$ cat config.mk
export PLATFORM = sky130hd
export DESIGN_NAME = hazard_stall_ctrl
export DESIGN_NICKNAME = d
export VERILOG_FILES = /design/src/rtl/hazard_stall_ctrl.sv
export SDC_FILE = /design/constraint.sdc
export NUM_CORES = 1
export LEC_CHECK = 0
export ABC_AREA = 1
export CELL_PAD_IN_SITES_DETAIL_PLACEMENT = 0
export CELL_PAD_IN_SITES_GLOBAL_PLACEMENT = 1
export CORE_ASPECT_RATIO = 0.6
export CORE_MARGIN = 5
export CORE_UTILIZATION = 31
export CTS_CLUSTER_DIAMETER = 60
export DETAILED_ROUTE_END_ITERATION = 6
export GPL_TIMING_DRIVEN = 0
export PLACE_DENSITY = 0.83
export RECOVER_POWER = 50
export SLEW_MARGIN = 20
export SYNTH_ARGS = -nofsm -noshare
export SYNTH_HDL_FRONTEND = slang
export SYNTH_SLANG_ARGS = --single-unit
$ cat constraint.sdc
create_clock -name clk -period 1.7 [get_ports clk]
set_clock_uncertainty 0.15 [all_clocks]
set_input_delay 0.34 -clock clk [delete_from_list [all_inputs] [get_ports clk]]
set_output_delay 0.34 -clock clk [all_outputs]
set_load 0.05 [all_outputs]
$ cat src/rtl/hazard_stall_ctrl.sv
// Pipeline hazard controller: load-use bubbles, taken-branch flushes, freezes on data-memory wait.
// Latency: control outputs are combinational from the registered state and the current inputs.
// Backpressure: holds the whole pipe while dmem is busy, and goes to ERR after MAX_WAIT wait cycles.
module hazard_stall_ctrl #(
    parameter int MAX_WAIT = 15,
    parameter int CNT_W    = 16
) (
    input  logic             clk,
    input  logic             reset,
    input  logic [4:0]       Rn_ID,
    input  logic [4:0]       Rm_ID,
    input  logic [4:0]       Rd_EX,
    input  logic             MemRead_EX,
    input  logic             Branch_Taken_Mem,
    input  logic             dmem_req,
    input  logic             dmem_ready,
    output logic             PC_Write,
    output logic             IFID_Write,
    output logic             IDEX_Bubble,
    output logic             IFID_Flush,
    output logic             IDEX_Flush,
    output logic             EXMEM_Flush,
    output logic             Pipe_Hold,
    output logic             mem_timeout,
    output logic [1:0]       state,
    output logic [CNT_W-1:0] stall_count,
    output logic [CNT_W-1:0] flush_count
);

    typedef enum logic [1:0] {
        ST_RUN  = 2'b00,
        ST_WAIT = 2'b01,
        ST_ERR  = 2'b10
    } state_e;

    localparam logic [7:0]       MAX_WAIT_C = 8'(MAX_WAIT);
    localparam logic [CNT_W-1:0] CNT_MAX    = {CNT_W{1'b1}};

    state_e     state_q, state_d;
    logic [7:0] wait_cnt_q, wait_cnt_d;
    logic       timeout_set;

    logic mem_stall;
    logic load_use;
    logic rd_is_xzr;

    assign mem_stall = dmem_req & ~dmem_ready;
    // XZR as a destination discards the result, so it can never feed a dependent instruction.
    assign rd_is_xzr = (Rd_EX == 5'd31);
    assign load_use  = MemRead_EX & ~rd_is_xzr & ((Rd_EX == Rn_ID) | (Rd_EX == Rm_ID));

    always_comb begin
        PC_Write    = 1'b1;
        IFID_Write  = 1'b1;
        IDEX_Bubble = 1'b0;
        IFID_Flush  = 1'b0;
        IDEX_Flush  = 1'b0;
        EXMEM_Flush = 1'b0;
        Pipe_Hold   = 1'b0;
        state_d     = state_q;
        wait_cnt_d  = wait_cnt_q;
        timeout_set = 1'b0;

        if (!reset) begin
            case (state_q)
                ST_RUN, ST_WAIT: begin
                    if (mem_stall) begin
                        // A frozen EX/MEM keeps any taken branch, which is seen again on release.
                        Pipe_Hold  = 1'b1;
                        PC_Write   = 1'b0;
                        IFID_Write = 1'b0;
                        if (state_q == ST_RUN) begin
                            state_d    = ST_WAIT;
                            wait_cnt_d = 8'd1;
                        end else if (wait_cnt_q == MAX_WAIT_C) begin
                            state_d     = ST_ERR;
                            timeout_set = 1'b1;
                        end else begin
                            wait_cnt_d = wait_cnt_q + 8'd1;
                        end
                    end else begin
                        state_d    = ST_RUN;
                        wait_cnt_d = 8'd0;
                        if (Branch_Taken_Mem) begin
                            IFID_Flush  = 1'b1;
                            IDEX_Flush  = 1'b1;
                            EXMEM_Flush = 1'b1;
                        end else if (load_use) begin
                            PC_Write    = 1'b0;
                            IFID_Write  = 1'b0;
                            IDEX_Bubble = 1'b1;
                        end
                    end
                end
                ST_ERR: begin
                    Pipe_Hold  = 1'b1;
                    PC_Write   = 1'b0;
                    IFID_Write = 1'b0;
                end
                default: begin
                    state_d    = ST_RUN;
                    wait_cnt_d = 8'd0;
                end
            endcase
        end
    end

    always_ff @(posedge clk) begin
        if (reset) begin
            state_q     <= ST_RUN;
            wait_cnt_q  <= 8'd0;
            mem_timeout <= 1'b0;
            stall_count <= '0;
            flush_count <= '0;
        end else begin
            state_q    <= state_d;
            wait_cnt_q <= wait_cnt_d;
            if (timeout_set) begin
                mem_timeout <= 1'b1;
            end
            if (!PC_Write && stall_count != CNT_MAX) begin
                stall_count <= stall_count + 1'b1;
            end
            if (IFID_Flush && flush_count != CNT_MAX) begin
                flush_count <= flush_count + 1'b1;
            end
        end
    end

    assign state = state_q;

endmodule

# [Word level (Yosys, flattened, before mapping)]
# Cells that the tools add are included.
# W data, S select, Z words.
[totals] reg_bits=43 inputBits=21 out_inout_bits=42 wordCells=62
[op_classes] addsub=3 eq_ne=10 mux=30 n_bitwise=7 reduce_logical=7
[ops] cell="$add A16 B1 Y16 const B" count=2
[ops] cell="$ne A16 B16 Y1 const B" count=2
[ops] cell="$mux W8" count=3
[ops] cell="$mux W1" count=20
[ops] cell="$pmux W8 S2" count=1
[ops] cell="$eq A5 B5 Y1" count=2
[ops] cell="$add A8 B1 Y8 const B" count=1
[ops] cell="$eq A8 B4 Y1 const B" count=1
[ops] cell="$ne A4 B4 Y1 const B" count=2
[ops] cell="$mux W2" count=3
[ops] cell="$eq A5 B5 Y1 const B" count=1
[ops] cell="$pmux W1 S2" count=2
[ops] cell="$pmux W2 S2" count=1
[ops] cell="$reduce_and A2 Y1" count=2
[ops] cell="$and A1 B1 Y1" count=3
[ops] cell="$not A1 Y1" count=3
[ops] cell="$eq A2 B1 Y1 const B" count=1
[ops] cell="$eq A2 B2 Y1 const B" count=1
[ops] cell="$logic_and A1 B1 Y1" count=2
[ops] cell="$logic_not A2 Y1" count=1
[ops] cell="$reduce_or A2 Y1" count=1
[ops] cell="$logic_not A1 Y1" count=1
[ops] cell="$or A1 B1 Y1" count=1

# [Longest topological paths before layout]
[depth] ltp_word=11 mapped_depth=12 depth_no_buf=12

# [Worst setup path after synthesis]
# No wires, ideal clock.
[synth_path] kind="flip-flop to output port" startpoint="register state_q[1], in the netlist state[1]" endpoint="output PC_Write" arrival_ps=1925 required_time_ps=1210 slack_ps=-715 path_stages_with_launch=7 path_buffers=2 path_cell_list="dfxtp_1 -> a21oi_1 -> o21ai_0 -> nand2_4 -> buf_4 -> inv_1 -> buf_4"
[synth_between] elab_chain_len=4 word_cells_on_any_way=6 classes_between="eq/ne (2); mux (2); reduce/logical (2)"
[synth_lines] item="start: declaration" line_no="39" source="state_e state_q, state_d;"
[synth_lines] item="start signal: assignment" line_no="116" source="state_q <= state_d;"
[synth_lines] item="$eq A2 B1 Y1 or $logic_not A2 Y1 (tied branches)"
[synth_lines] item="$reduce_or A2 Y1"
[synth_lines] item="$pmux W1 S2 *"
[synth_lines] item="$mux W1 *"
[synth_lines] item="end: declaration" line_no="17" source="output logic PC_Write,"
# Every way passes the cells marked *; elsewhere a longest branch is shown, timed or not.

# [Worst setup path after layout]
[layout_path] startpoint="register state_q[1], in the netlist state[1]" endpoint="output PC_Write"
[layout_between] elab_chain_len=4 word_cells_on_any_way=6 classes_between="eq/ne (2); mux (2); reduce/logical (2)"
[layout_lines] item="$eq A2 B1 Y1 or $logic_not A2 Y1 (tied branches)" line_no="65" source="case (state_q)"
[layout_lines] item="$reduce_or A2 Y1" line_no="65"
[layout_lines] item="$pmux W1 S2 *" line_no="65"
[layout_lines] item="$mux W1 *" line_no="64" source="if (!reset) begin"
# Marked as above.

==> flow_metrics.py <==
metrics = {
    "power_and_ir_drop": {
        "power.switching_fraction": 0.255,
        "p_clk_frac": 0.424,
        "seqPwrFrac": 0.419,
        "total_power_per_unit_cell_area_nw_per_um2": 559,
        "power.share.combinational": 0.157,
        "peakVddDrop_mv": 0.338,
        "switching_power_uw": 614,
        "power_leakage_nw": 1.78,
        "power_report.internal_total_mw": 1.80,
    },
    "logic_synthesis": {
        "yosysUniqueCellTypes": 31,
        "synth.top_cell.area_share": 0.336,
        "netlist.top_cell.by_area": "sky130_fd_sc_hd__dfxtp_1",
        "synthesis.yosys.warnings": 0,
        "netlist_area_sq_um": 2560,
        "syn-mean-instance-area_sq_um": 6.66,
        "post_synth_inst_count": 385,
        "postSynthRegisterBits": 43,
        "synth_seq_area_share": 0.336,
        "synthesis.nets": 409,
        "post_synth_main_area_contributors": "sky130_fd_sc_hd__dfxtp_1 (34%), sky130_fd_sc_hd__nand2_1 (13%), sky130_fd_sc_hd__inv_1 (7.5%)",
    },
    "sta": {
        "max_freq_ghz": 0.499,
        "max-slew-margin-rel": 0.607,
        "finalHoldViolations": 0,
        "worstMarginPinSlew_ns": 0.585,
        "setup-violations-final": 28,
        "period_needed_ns": 2.00,
        "report.final.slew_viol_count": 0,
        "final_critical_path_setup_slack_ns": -0.302,
        "rsz0062_at_grt": "true",
        "layout_worst_path_cycle_share": 1.18,
        "worst_hold_slack_ns": 0.302,
    },
    "placed_design": {
        "placement.io_buffers": 62,
        "post_detailed_placement_half_perimeter_wirelength_mm": 5.31,
        "placedCellCount": 555,
        "preCtsSetupSlack_ns": -1.60,
        "gp_routability_congestion": 0.819,
    },
    "global_routing": {
        "number_of_antenna_violations_at_the_first_check_in_global_routing": 0,
        "grt_first_pass_wirelength_mm": 12.2,
        "maximum_number_of_pins_on_one_net_before_global_route_repair": 13,
        "grt_use_total": 0.147,
        "first_global_vias": 2551,
        "grt.overflow.total": 0,
    },
    "floorplanning": {
        "floorplan.initialDensity": 0.322,
        "dieHeight_um": 80.5,
        "placement_rows": 25,
        "io-pin-count": 63,
        "die_x_um": 127,
        "floorplan.die_area_sq_um": 10300,
        "core-area_sq_um": 7980,
    },
    "layout": {
        "area_taken_by_flip_flops_and_latches_sq_um": 926,
        "filler_cell_count": 734,
        "final_core_util": 0.542,
        "nNetsFinal": 511,
        "fraction_of_final_layout_cells_sized_beyond_drive_strength_1": 0.467,
        "final_cell_count_no_fill": 596,
        "area_used_by_multi_input_combinational_logic_sq_um": 1850,
        "num_antenna_cells": 0,
        "syn_to_final_growth_pct": 68.4,
    },
    "route": {
        "detail_route.first_pass.iterations": 4,
        "route.antenna.remaining_nets": 0,
        "drt-vias-per-instance": 4.69,
        "num_vias": 2798,
        "route.detailed.wl_per_inst_um": 13.2,
        "totalWireLength_mm": 7.87,
        "detail_route.iter0.violations": 77,
        "drc_errors": 0,
    },
    "critical_path": {
        "critPathKind": "reg -> out",
        "r2r-end": "stall_count[14]$_SDFFE_PP0P_",
        "crit-reg2reg-launch": "stall_count[5]$_SDFFE_PP0P_",
        "critPathLaunchType": "flip-flop",
        "crit_fanout": 5,
        "r2r_setup_slk_ns": -0.13,
        "worst-r2r-cell-count": 9,
        "worst-endpoint-arrival_ns": 1.51,
        "critical_path_required_ns": 1.21,
        "endpoint_kind": "primary output",
        "setup.worst_path.end": "PC_Write",
        "worstSetupStartpoint": "state[1]$_SDFFE_PP0P_",
    },
    "hold_path": {
        "worstHoldPathType": "reg -> reg",
        "hold_depth": 2,
    },
    "clock_tree": {
        "numClockSinks": 43,
        "tritoncts": "built",
        "cts_buf_count": 5,
        "cts.clk_slew.worst_paths_ns": 0.06,
        "worst_skew_pair_later_pin_latency_ns": 0.29,
        "ctsRootBufferMaster": "sky130_fd_sc_hd__clkbuf_16",
        "clock_tree.buffer_depth": 2,
        "h-tree-depth": 2,
    },
    "run_status": {
        "run_status": "complete, but fails checks",
        "violations_in_the_final_reports": "negative setup slack",
    },
    "run": {
        "max-cap-violations": 0,
    },
}
[worst min path at each step]
stage / to / from / slack [ns]
final: mem_timeout$_SDFFE_PP0P_ / mem_timeout$_SDFFE_PP0P_ / 0.30
after global routing: flush_count[0]$_SDFFE_PP0P_ / flush_count[0]$_SDFFE_PP0P_ / 0.34
after CTS: mem_timeout$_SDFFE_PP0P_ / mem_timeout$_SDFFE_PP0P_ / 0.30
after detailed placement: flush_count[0]$_SDFFE_PP0P_ / flush_count[0]$_SDFFE_PP0P_ / 0.29
after global placement: flush_count[0]$_SDFFE_PP0P_ / flush_count[0]$_SDFFE_PP0P_ / 0.29
after floorplan: wait_cnt_q[7]$_SDFFE_PP0P_ / wait_cnt_q[7]$_SDFFE_PP0P_ / 0.31
[stage by stage]
step	instance area [sq um]	setup TNS, ns	total power, mW
final	4320	-2.91	2.41
after global routing	4320	-6.61	2.50
after CTS	3930	-0.806	2.36
after detailed placement	3530	-28.60	1.30
after global placement	3530	-27.86	1.30
after floorplan	2770	-2.13	1.19
[power by group through the flow]
| stage | Sequential, mW | Clock (mW) | Combinational, mW |
|---|---|---|---|
| after floorplan | 1.05 | 0 | 0.139 |
| after global placement | 1.03 | 0 | 0.267 |
| after detailed placement | 1.03 | 0 | 0.269 |
| after CTS | 1.01 | 1.04 | 0.308 |
| after global routing | 1.01 | 1.09 | 0.403 |
| final | 1.01 | 1.02 | 0.378 |
[synthesized netlist by cell type]
master / number
sky130_fd_sc_hd__buf_4: 4
sky130_fd_sc_hd__nand4_1: 6
sky130_fd_sc_hd__xor2_1: 10
sky130_fd_sc_hd__buf_2: 1
sky130_fd_sc_hd__nor3_1: 14
sky130_fd_sc_hd__inv_2: 5
sky130_fd_sc_hd__nor2_2: 4
sky130_fd_sc_hd__nor2_1: 41
sky130_fd_sc_hd__nor3_4: 1
sky130_fd_sc_hd__nand2_4: 2
sky130_fd_sc_hd__nor2_4: 1
sky130_fd_sc_hd__o21ai_1: 2
sky130_fd_sc_hd__a32o_1: 1
sky130_fd_sc_hd__nor3b_1: 1
sky130_fd_sc_hd__buf_6: 1
sky130_fd_sc_hd__a31oi_1: 1
sky130_fd_sc_hd__a21oi_1: 21
sky130_fd_sc_hd__xnor2_1: 9
sky130_fd_sc_hd__dfxtp_1: 43
sky130_fd_sc_hd__and3_1: 2
sky130_fd_sc_hd__nand2_1: 87
sky130_fd_sc_hd__nand3_4: 1
sky130_fd_sc_hd__o21bai_1: 1
sky130_fd_sc_hd__ha_1: 3
sky130_fd_sc_hd__clkbuf_1: 4
sky130_fd_sc_hd__a21oi_2: 11
sky130_fd_sc_hd__o21ai_0: 19
sky130_fd_sc_hd__nand2_2: 2
sky130_fd_sc_hd__inv_1: 51
sky130_fd_sc_hd__nor3_2: 1
sky130_fd_sc_hd__nand3_1: 35
[cells by family (layout without fill, tap and decap cells)]
| kind of cell | Yosys count | after routing | share of synthesized area |
|---|---|---|---|
| flip-flops | 43 | 43 | 0.336 |
| AND/OR/NAND/NOR | 198 | 198 | 0.350 |
| AO/OA/AOI/OAI | 56 | 56 | 0.129 |
| XOR/XNOR | 19 | 19 | 0.0649 |
| buffers and inverters | 66 | 169 | 0.106 |
| adder cells (fa/ha/maj) | 3 | 3 | 0.0146 |
[routing by layer]
metal | global-route usage | part of all wire
met5 | 0 | 0
met1 | 0.205 | 0.50
met2 | 0.217 | 0.42
met3 | 0.0425 | 0.063
met4 | 0.0439 | 0.013
[worst max-delay path, stage by stage, from the launching register on]
cell	delay [ns]
sky130_fd_sc_hd__dfxtp_4	0.37
sky130_fd_sc_hd__a21oi_4	0.18
sky130_fd_sc_hd__nand3_2	0.12
sky130_fd_sc_hd__nand2_4	0.11
sky130_fd_sc_hd__buf_8	0.11
sky130_fd_sc_hd__clkinvlp_4	0.08
sky130_fd_sc_hd__buf_8	0.12
sky130_fd_sc_hd__buf_8	0.14
[timing repair]
item | 4_1_cts | 5_1_grt
resized for setup | 211 | 132
hold buffers | 0 | 0
gates cloned | 0 | 2
setup buffers | 21 | 11
hold endpoints to repair | 0 | 0
endpoints found under the setup margin | 81 | 68
pin swaps | 35 | 43
[registers in the layout (all words and copies together) (netlist names)]
signal / count
stall_count: 16
mem_timeout: 1
state: 2
flush_count: 16
wait_cnt_q: 8
[layout by cell type, fill, tap and decap left out, types with 3 or more instances in the layout]
| cell | n |
|---|---|
| sky130_fd_sc_hd__nand2_1 | 52 |
| sky130_fd_sc_hd__inv_1 | 42 |
| sky130_fd_sc_hd__nor2_1 | 29 |
| sky130_fd_sc_hd__nand3_1 | 29 |
| sky130_fd_sc_hd__nand2_2 | 27 |
| sky130_fd_sc_hd__buf_4 | 23 |
| sky130_fd_sc_hd__buf_6 | 19 |
| sky130_fd_sc_hd__clkbuf_2 | 17 |
| sky130_fd_sc_hd__a21oi_2 | 17 |
| sky130_fd_sc_hd__dfxtp_2 | 16 |
| sky130_fd_sc_hd__dfxtp_1 | 15 |
| sky130_fd_sc_hd__clkdlybuf4s15_1 | 15 |
| sky130_fd_sc_hd__a21oi_1 | 14 |
| sky130_fd_sc_hd__dfxtp_4 | 12 |
| sky130_fd_sc_hd__nor2_4 | 11 |
| sky130_fd_sc_hd__nand2_4 | 11 |
| sky130_fd_sc_hd__nor3_1 | 10 |
| sky130_fd_sc_hd__xor2_1 | 10 |
| sky130_fd_sc_hd__xnor2_1 | 9 |
| sky130_fd_sc_hd__buf_8 | 9 |
| sky130_fd_sc_hd__dlygate4sd2_1 | 9 |
| sky130_fd_sc_hd__inv_2 | 8 |
| sky130_fd_sc_hd__o21ai_1 | 8 |
| sky130_fd_sc_hd__clkbuf_16 | 7 |
| sky130_fd_sc_hd__nor2_2 | 6 |
| sky130_fd_sc_hd__nand4_1 | 6 |
| sky130_fd_sc_hd__o21ai_2 | 6 |
| sky130_fd_sc_hd__o21ai_0 | 6 |
| sky130_fd_sc_hd__nand3_2 | 5 |
| sky130_fd_sc_hd__buf_2 | 5 |
| sky130_fd_sc_hd__nor3_4 | 4 |
| sky130_fd_sc_hd__buf_12 | 4 |
| sky130_fd_sc_hd__inv_8 | 3 |
[final cells by class]
class,count,share of cell area
Multi-Input combinational cell,276,0.428
Buffer,10,0.0249
Timing Repair Buffer,95,0.210
Sequential cell,43,0.214
Clock buffer,8,0.0362
Tap cell,108,0.0313
Inverter,56,0.0559
Note: power is estimated with default switching activity, not from simulation.
